File: src/rtl/jtag_shift_master.sv
// JTAG initiator: walks an external TAP through IR/DR scans, TAP reset and
// run-idle cycles under a valid/ready command port, returning captured TDO.
module jtag_shift_master #(
  parameter int unsigned CLK_DIV = 4,
  parameter int unsigned MAX_LEN = 32
) (
  input  logic               clk_i,
  input  logic               rst_i,
  input  logic               cmd_valid_i,
  output logic               cmd_ready_o,
  input  logic [1:0]         cmd_op_i,
  input  logic [5:0]         cmd_len_i,
  input  logic [MAX_LEN-1:0] cmd_data_i,
  output logic               rsp_valid_o,
  output logic [MAX_LEN-1:0] rsp_data_o,
  output logic               busy_o,
  output logic               tck_o,
  output logic               tms_o,
  output logic               tdi_o,
  input  logic               tdo_i
);

  // Bit counter must reach 5 for the TLR sequence and MAX_LEN-1 for shifts.
  localparam int unsigned CW = (MAX_LEN > 8) ? $clog2(MAX_LEN) : 3;
  localparam int unsigned DW = (CLK_DIV > 1) ? $clog2(CLK_DIV) : 1;
  localparam logic [DW-1:0] DivLast = DW'(CLK_DIV - 1);

  typedef enum logic [2:0] {
    StBoot, StIdle, StTlr, StPre, StShift, StPost, StRti, StDone
  } st_e;

  st_e               st_q;
  logic [CW-1:0]     cnt_q;
  logic [DW-1:0]     div_q;
  logic [1:0]        op_q;
  logic [CW-1:0]     last_q;
  logic [MAX_LEN-1:0] data_q;
  logic [MAX_LEN-1:0] cap_q;
  logic              tck_q, tms_q, tdi_q, ready_q, rsp_valid_q;
  logic [MAX_LEN-1:0] rsp_data_q;

  logic [CW-1:0]     len_last;
  st_e               adv_st;
  logic [CW-1:0]     adv_cnt;
  logic              adv_end, adv_tms, adv_tdi;

  // TMS value for bit 'cnt' of phase 'st'.
  function automatic logic bit_tms(st_e st, logic [CW-1:0] cnt, logic ir, logic [CW-1:0] last);
    case (st)
      StBoot, StTlr: return cnt < CW'(5);
      StPre:         return (cnt == '0) || (ir && cnt == CW'(1));
      StShift:       return cnt == last;
      StPost:        return cnt == '0;
      default:       return 1'b0;
    endcase
  endfunction

  // Clamp requested length (0 or over MAX_LEN means MAX_LEN), stored as len-1.
  always_comb begin
    if (cmd_len_i == 6'd0 || 32'(cmd_len_i) > MAX_LEN) len_last = CW'(MAX_LEN - 1);
    else len_last = CW'(cmd_len_i - 6'd1);
  end

  // Phase/bit that follows the current bit, and the TMS/TDI it will drive.
  always_comb begin
    adv_st  = st_q;
    adv_cnt = cnt_q + 1'b1;
    adv_end = 1'b0;
    case (st_q)
      StBoot:  if (cnt_q == CW'(5)) begin adv_st = StIdle; adv_end = 1'b1; end
      StTlr:   if (cnt_q == CW'(5)) begin adv_st = StDone; adv_end = 1'b1; end
      StPre:   if (cnt_q == ((op_q == 2'b01) ? CW'(3) : CW'(2))) begin
                 adv_st  = StShift;
                 adv_cnt = '0;
               end
      StShift: if (cnt_q == last_q) begin adv_st = StPost; adv_cnt = '0; end
      StPost:  if (cnt_q == CW'(1)) begin adv_st = StDone; adv_end = 1'b1; end
      StRti:   if (cnt_q == last_q) begin adv_st = StDone; adv_end = 1'b1; end
      default: ;
    endcase
    adv_tms = bit_tms(adv_st, adv_cnt, op_q == 2'b01, last_q);
    adv_tdi = (adv_st == StShift) ? data_q[adv_cnt] : 1'b0;
  end

  // Command FSM and TCK engine; TMS/TDI set up at the start of each low phase.
  always_ff @(posedge clk_i or posedge rst_i) begin
    if (rst_i) begin
      st_q        <= StBoot;
      cnt_q       <= '0;
      div_q       <= '0;
      op_q        <= 2'b00;
      last_q      <= '0;
      data_q      <= '0;
      cap_q       <= '0;
      tck_q       <= 1'b0;
      tms_q       <= 1'b1;
      tdi_q       <= 1'b0;
      ready_q     <= 1'b0;
      rsp_valid_q <= 1'b0;
      rsp_data_q  <= '0;
    end else begin
      rsp_valid_q <= 1'b0;
      case (st_q)
        StIdle: begin
          if (cmd_valid_i) begin
            ready_q <= 1'b0;
            op_q    <= cmd_op_i;
            last_q  <= len_last;
            data_q  <= cmd_data_i;
            cap_q   <= '0;
            cnt_q   <= '0;
            div_q   <= '0;
            tdi_q   <= 1'b0;
            case (cmd_op_i)
              2'b00:   begin st_q <= StTlr; tms_q <= 1'b1; end
              2'b11:   begin st_q <= StRti; tms_q <= 1'b0; end
              default: begin st_q <= StPre; tms_q <= 1'b1; end
            endcase
          end
        end
        StDone: begin
          st_q    <= StIdle;
          ready_q <= 1'b1;
        end
        default: begin
          if (div_q != DivLast) begin
            div_q <= div_q + 1'b1;
          end else begin
            div_q <= '0;
            if (!tck_q) begin
              tck_q <= 1'b1;
              if (st_q == StShift) cap_q[cnt_q] <= tdo_i;
            end else begin
              tck_q <= 1'b0;
              st_q  <= adv_st;
              cnt_q <= adv_cnt;
              if (!adv_end) begin
                tms_q <= adv_tms;
                tdi_q <= adv_tdi;
              end
              if (adv_st == StIdle) ready_q <= 1'b1;
              if (adv_st == StDone) begin
                rsp_valid_q <= 1'b1;
                rsp_data_q  <= (op_q == 2'b01 || op_q == 2'b10) ? cap_q : '0;
              end
            end
          end
        end
      endcase
    end
  end

  assign cmd_ready_o = ready_q;
  assign busy_o      = ~ready_q;
  assign rsp_valid_o = rsp_valid_q;
  assign rsp_data_o  = rsp_data_q;
  assign tck_o       = tck_q;
  assign tms_o       = tms_q;
  assign tdi_o       = tdi_q;

endmodule

File: config.mk
export PLATFORM = sky130hd
export DESIGN_NAME = jtag_shift_master
export DESIGN_NICKNAME = d
export VERILOG_FILES = /design/src/rtl/jtag_shift_master.sv
export SDC_FILE = /design/constraint.sdc
export NUM_CORES = 1
export LEC_CHECK = 0
export CORE_MARGIN = 10
export CORE_UTILIZATION = 56
export CTS_CLUSTER_SIZE = 40
export DETAILED_ROUTE_END_ITERATION = 7
export GPL_ROUTABILITY_DRIVEN = 0
export GPL_TIMING_DRIVEN = 1
export PLACE_DENSITY = 0.91
export SLEW_MARGIN = 0
export SYNTH_ARGS = -nofsm -noshare
export SYNTH_HDL_FRONTEND = slang
export SYNTH_SLANG_ARGS = --single-unit
File: constraint.sdc
create_clock -name clk_i -period 4.9 [get_ports clk_i]
set_input_delay 0.735 -clock clk_i [delete_from_list [all_inputs] [get_ports clk_i]]
set_output_delay 0.735 -clock clk_i [all_outputs]
set_load 0.01 [all_outputs]
==> metrics.md, run 1 <==
| Metric | Value |
|---|---|
| WL met1 | around 6200 um |
| TNS Setup | 0 ps |
| Setup bufs post-CTS | 0 |
| Worst slew pin tran | about 1200 ps |
| DPL Wire Length | about 10000 um |
| FFs w/ async S/R, synth | between 90% and 100% |
| # hold bufs at CTS | 0 |
| Vias in the first global route | between 5k and 6k |
| Critical Path AT | slightly below 4000 ps |
| TritonCTS clock tree | yes |
| Clock Skews | around 4.7 ps |
| Hold/Removal Path Class | reg -> reg |
| Io pins | roughly 80 |
| Yosys reg bits | ~120 |
| Maxcap violations | 0 |
| Number of buffers added on ports | 81 |
| Met2 Wirelength | between 8000 and 9000 um |
| Remaining Overflow, GRT | 0 |
| P_leak | 0.00337 uW |
| Global-route usage over all layers | 20.3% |
| CP Data Required Time | about 5300 ps |
| Sequential power share | around 40% |
| FILL cells | roughly 790 |
| Via count | between 5k and 6k |
| Critical Path Source | cnt_q[0]$_DFFE_PP0P_ |
| H-tree Lvls | 4 |
| R2R Path Start | cnt_q[0]$_DFFE_PP0P_ |
| Top cells by area, synth | dfrtp_1, nand2_1, o21ai_0 |
| Final period utilization | roughly 73% |
| Comb power frac | about 2.7% |
| Layout Nets | between 800 and 900 |
| First drt pass iteration count | 6 |
| Cells after Synth | ~700 |
| VDD IR max | 0.217 mV |
| Cell variety after synth | between 50 and 60 |
| Status | complete, no violations |
| Synthesis-to-finish area growth | 23.1% |
| DR iter-0 viols | between 700 and 800 |
| Die X | 125 um |
| Drt drc | 0 |
| Tmin final | approximately 3600 ps |
| Antenna violations before repair | 0 |
| Hold Path Origin | rsp_data_o[18]$_DFFE_PP0P_ |
| Pins over their slew limit | 0 |
| Ant diodes | 0 |
| Root buffer cell | clkbuf_8 |
| Startpoint Class | flop |
| Clock transition at path regs | 60 ps |
| Num CTS Buffers | 17 |
| CTS Buffer Depth | 2 |
| Post-synth EDFFs | 0 |
| First-pass GRT wire length | between 20000 and 30000 um |
| Kind of critical path | reg -> reg |
| Mapped cell area | approximately 6200 um2 |
| Post-synth top flop | dfrtp_1 |
| RSZ-0062 raised after global routing | no |
| Skew-Pair Late Insertion Delay | 520 ps |
| Largest net degree at the start of global routing | 66 |
| Routed via count divided by cell count | between 6 and 7 |
| Placed inst area | between 6000 and 7000 um2 |
| Ys Warns | 0 |
| Die Ht | roughly 130 um |
| Post-synthesis sequential area ratio | between 40% and 50% |
| Top-area cell type share of the netlist area | 47.1% |
| Post-detailed-route wirelength per cell | ~18 um |
| Most numerous cell in the Yosys netlist | nand2_1 |
| Layout cells sized above 1 | 9.38% |
| Die ar. | 15700 um2 |
| Syn_nets | 755 |
| P_sw | roughly 460 uW |
| Largest area contributor in the netlist | dfrtp_1 |
| Cts repair resizes | 0 |
| ANT nets after route | 0 |
| Starting density of the core | 57.3% |
| Clock Power Share | between 50% and 60% |
| List of most frequent post-synthesis cells | nand2_1, dfrtp_1, o21ai_0, a21oi_1, clkbuf_1 |
| Sw Ratio | between 10% and 20% |
| Final Hold Vio Count | 0 |
| Int Power | around 2000 uW |
| Highest clock rate | around 280 MHz |
| DR top layer | met4 |
| TritonCTS Sinks | between 100 and 150 |
| Setup-failing EPs final | 0 |
| Routed Wire Length | approximately 16000 um |
| Routed wl met3 | roughly 1300 um |
| Pwr Density | ~310 nW/um2 |
| Worst Setup End Kind | flop |
| Slew Limit Headroom | between 20% and 30% |
| Crit Path Max Fanout | 21 |
| Fin util | between 70 and 80% |
| Core area | around 11000 um2 |
| Mean Syn Cell Area | between 8 and 9 um2 |
| Fin area | ~7600 um2 |
| Rows | 38 |
==> logic make-up after synthesis <==
kind of cell               share of synthesized area, %
AOI/OAI and AO/OA                                  18.9
xor gates and xnor gates                           2.25
adders and majority gates                          1.81
buffers and inverters                              4.65
DFF                                                47.5
muxes                                              3.36
and+or+nand+nor                                    21.5
==> metal layers <==
metal | up-vias | global-route usage, %
met1 | 2598 | 23.3
li1 | 2526 | -
met3 | 56 | 6.25
met4 | 0 | 7.93
met2 | 279 | 34.5
met5 | - | 0.619
==> cell usage in the layout (no fill, tap or decap), drive strengths merged, types with 3 or more instances in the layout <==
cell / instances
nand2b: 34
bufinv: 5
a21o: 4
o31ai: 4
nand4: 6
xor2: 7
nor4b: 3
clkdlybuf4s50: 81
nor2: 28
a311oi: 4
o211ai: 4
clkbuf: 23
mux2i: 4
inv: 12
ha: 9
nand3: 12
nor3: 9
nand3b: 3
buf: 4
a21oi: 49
nor2b: 6
xnor2: 9
mux4: 7
dfrtp: 117
a31oi: 7
and3: 3
o21ai: 106
nor3b: 3
nand2: 169
a32oi: 3
and2: 4
==> worst max-delay path, cell delays in order (launching register included) <==
cell and delay, ps:
dfrtp_1 840, inv_1 230, ha_1 820, mux4_2 620, mux4_2 490, nand3_1 100
o21ai_0 120, a22o_1 230
==> stage by stage <==
stage          power [uW]  std cells  setup slack, ps  hold slack, ps
4_1_cts              2420        908             1340             478
5_1_grt              2470        908             1090             498
6_report             2410        908             1320             476
3_5_place_dp         1060        877             1390             460
3_3_place_gp         1060        877             1400             454
2_1_floorplan        1010        702             1040             440
==> power by group through the flow <==
stage / sequential, uW / clock (uW) / combinational (uW)
global route: 975 / 1420 / 71.3
detailed placement: 992 / 0 / 65.1
floorplan: 992 / 0 / 20.4
global placement: 992 / 0 / 62.9
CTS: 975 / 1370 / 65.8
finish: 975 / 1370 / 64.7
==> state kept, by name, summed over array words and instances (netlist names) <==
register and cells:
rsp_valid_o 1, st_q 3, last_q 5, cmd_ready_o 1, tdi_o 1, tck_o 1, op_q 2, rsp_data_o 32
tms_o 1, cap_q 32, data_q 32, cnt_q 5, div_q 2
==> cell type report <==
cell class | instances | area [um2] | share of cell area, %
Multi-Input combinational cell | 522 | 2980 | 38.9
Sequential cell | 118 | 2950 | 38.6
Timing Repair Buffer | 85 | 841 | 11.0
Clock buffer | 23 | 487 | 6.36
Tap cell | 140 | 175 | 2.29
Clock inverter | 8 | 168 | 2.19
Inverter | 12 | 47.5 | 0.622
==> worst paths after layout <==
check	end	slack, ps	cells after the start
worst max register to register	tdi_o$_DFFE_PP0P_	1320	7
worst min register to register	rsp_data_o[18]$_DFFE_PP0P_	480	2
worst max-delay path	tdi_o$_DFFE_PP0P_	1320	7
max in group asynchronous	tms_o$_DFFE_PP1P_	3350	3
worst min-delay path	rsp_data_o[18]$_DFFE_PP0P_	480	2
min in group asynchronous	rsp_data_o[2]$_DFFE_PP0P_	620	2
Note: power is estimated with default switching activity, not from simulation.
==> run 2: changes to the inputs <==
--- a/config.mk
+++ b/config.mk
@@ -6,12 +6,12 @@
 export NUM_CORES = 1
 export LEC_CHECK = 0
 export CORE_MARGIN = 10
-export CORE_UTILIZATION = 56
+export CORE_UTILIZATION = 50
 export CTS_CLUSTER_SIZE = 40
 export DETAILED_ROUTE_END_ITERATION = 7
 export GPL_ROUTABILITY_DRIVEN = 0
 export GPL_TIMING_DRIVEN = 1
-export PLACE_DENSITY = 0.91
+export PLACE_DENSITY = 0.86
 export SLEW_MARGIN = 0
 export SYNTH_ARGS = -nofsm -noshare
 export SYNTH_HDL_FRONTEND = slang
==> constraint.sdc (replaced) <==
create_clock -name clk_i -period 3 [get_ports clk_i]
set_input_delay 0.45 -clock clk_i [delete_from_list [all_inputs] [get_ports clk_i]]
set_output_delay 0.45 -clock clk_i [all_outputs]
set_load 0.01 [all_outputs]
==> metrics.md, run 2 (synthesis gave the netlist of run 1 again) <==
| Metric | Value |
|---|---|
| Layout cells sized above 1 | 10.7% (+1.3 points) |
| Register-to-register setup slack | 220 ps (-1100 ps) |
| Setup-failing EPs final | 0 (unchanged) |
| Fin area | 7770 um2 (+1.6%) |
| Die X | 131 um (+4.9%) |
| P_leak | 0.00342 uW (+1.5%) |
| Worst reg2reg path endpoint | rsp_data_o[22]$_DFFE_PP0P_ |
| Layout Nets | 827 (+2.2%) |
| Vias in the first global route | 5274 (-4.2%) |
| H-tree Lvls | 4 (unchanged) |
| Highest clock rate | 360 MHz (+29%) |
| Worst-path cell chain | nor3_1, buf_4, and3_1, a311oi_1, a21o_2, or4b_4, buf_12, nand2_1, o21ai_2 |
| Final Hold Vio Count | 0 (unchanged) |
| Skew-Pair Late Insertion Delay | 420 ps (-100 ps) |
| Kind of critical path | reg -> reg |
| Pwr Density | 479 nW/um2 (+52%) |
| First drt pass iteration count | 5 (-1) |
| Setup bufs post-CTS | 0 (unchanged) |
| Drt drc | 0 (unchanged) |
| R2R Path Start | cnt_q[3]$_DFFE_PP0P_ |
| Slew Limit Headroom | 50.6% (+29 points) |
| Critical Path Source | cnt_q[3]$_DFFE_PP0P_ |
| Die ar. | 17300 um2 (+10%) |
| Crit Path Max Fanout | 65 (+210%) |
| Die Ht | 131 um (+4.9%) |
| Starting density of the core | 51.3% (-6.0 points) |
| Routed via count divided by cell count | 5.59 (-7.0%) |
| Synthesis-to-finish area growth | 25.0% |
| Worst Setup End Kind | flop |
| Cts repair resizes | 0 (unchanged) |
| Final hold slack | 410 ps (-66.6 ps) |
| Maxcap violations | 0 (unchanged) |
| Ant diodes | 0 (unchanged) |
| Number of buffers added on ports | 81 (unchanged) |
| Post-detailed-route wirelength per cell | 16.0 um (-8.8%) |
| Largest net degree at the start of global routing | 66 (unchanged) |
| Status | complete, no violations |
| Worst slew pin tran | 742 ps (-433 ps) |
| CTS Buffer Depth | 2 (unchanged) |
| Crit path max-delay family | simple AND/OR/NAND/NOR gates |
| Antenna violations before repair | 0 (unchanged) |
| Rows | 40 (+5.3%) |
| TritonCTS Sinks | 118 (unchanged) |
| # hold bufs at CTS | 0 (unchanged) |
| First-pass GRT wire length | 25700 um (-4.3%) |
| Setup crit end | rsp_data_o[22]$_DFFE_PP0P_ |
| VDD IR max | 0.297 mV (+37%) |
| TritonCTS clock tree | yes |
| Remaining Overflow, GRT | 0 (unchanged) |
| DR iter-0 viols | 403 (-47%) |
| Num CTS Buffers | 17 (unchanged) |
| Pins over their slew limit | 0 (unchanged) |
| Reg2Reg Depth | 9 (+2) |
| Clock transition at path regs | 50 ps (about the same) |
| Final period utilization | 92.6% (+20 points) |
| RSZ-0062 raised after global routing | no |
| Root buffer cell | clkbuf_16 |
| Io pins | 82 (unchanged) |
| Via count | 5321 (-2.5%) |
| TNS Setup | 0 ps (unchanged) |
| Crit-path max cell delay | 670 ps (-170 ps) |
| Critical Path AT | 3070 ps (-910 ps) |
| CP Data Required Time | 3290 ps (-2020 ps) |
| Startpoint Class | flop |
| Clock Skews | 8.09 ps (+3.41 ps) |
| Crit path buf inv count | 2 (+1) |
| Tmin final | 2780 ps (-801 ps) |
| Routed Wire Length | 15300 um (-4.4%) |
| Placed inst area | 7190 um2 (+2.8%) |
| Hold/Removal Path Class | in -> async |
| Commonest cells after routing, fill and taps aside | nand2_1, dfrtp_1, clkdlybuf4s50_1, o21ai_0, a21oi_1 |
| ANT nets after route | 0 (unchanged) |
| Worst path slowest cell | dfrtp_1 |
| Most common cell after layout, fill and taps aside | nand2_1 |
| Core area | 12100 um2 (+12%) |
| Crit path depth | 9 (+2) |
| Global-route usage over all layers | 17.7% (-2.6 points) |
| DPL Wire Length | 10500 um (+1.4%) |
run 2: cell types whose count changed in the layout (fill, tap and decap cells not counted), sizes merged:
cell    before  now
clkinv       2    1
buf          4   22
inv         12   11
bufinv       5    3
clkbuf      23   25
run 2: area by class of cell:
cell class                      count  area (um2)
Clock inverter                      4        95.1
Fill cell                         977        4340
Multi-Input combinational cell    522        2980
Sequential cell                   118        2950
Timing Repair Buffer              103        1000
Clock buffer                       25         485
Inverter                           12        48.8
Tap cell                          168         210
run 2: how the worst min path moves through the flow:
stage          slack, ps                    endpoint              startpoint  cells past startpoint
2_1_floorplan        440      data_q[12]$_DFFE_PP0P_  data_q[12]$_DFFE_PP0P_                      2
3_3_place_gp         450      data_q[29]$_DFFE_PP0P_  data_q[29]$_DFFE_PP0P_                      2
3_5_place_dp         460      data_q[20]$_DFFE_PP0P_  data_q[20]$_DFFE_PP0P_                      2
4_1_cts              420  rsp_data_o[31]$_DFFE_PP0P_                   rst_i                      2
5_1_grt              450   rsp_data_o[1]$_DFFE_PP0P_                   rst_i                      2
6_report             410  rsp_data_o[31]$_DFFE_PP0P_                   rst_i                      2
run 2: layer usage:
metal | GRT usage (%) | vias up | share of wire, % | wire [um]
met5 | 0 | - | 0 | 0
met4 | 9.09 | 0 | 2.9 | 446
met3 | 4.76 | 38 | 7.1 | 1090
met2 | 27.7 | 221 | 48 | 7280
met1 | 21.8 | 2499 | 42 | 6440
li1 | - | 2563 | - | -
run 2: through the flow:
step	utilization [%]	instances	total power, uW	worst slack (ps)
finish	64.2	952	3720	223
global route	64.2	952	3820	57.9
CTS	64.2	952	3750	274
detailed placement	59.4	923	1730	275
global placement	59.4	923	1730	334
floorplan	-	702	1650	19.6
run 2: where the power goes:
group          total, uW  leakage (uW)  switching, uW  internal, uW
combinational        107       0.00153           48.1          58.9
sequential          1590       0.00161              0          1590
clock               2020      0.000283            667          1350
total               3720       0.00342            715          3010
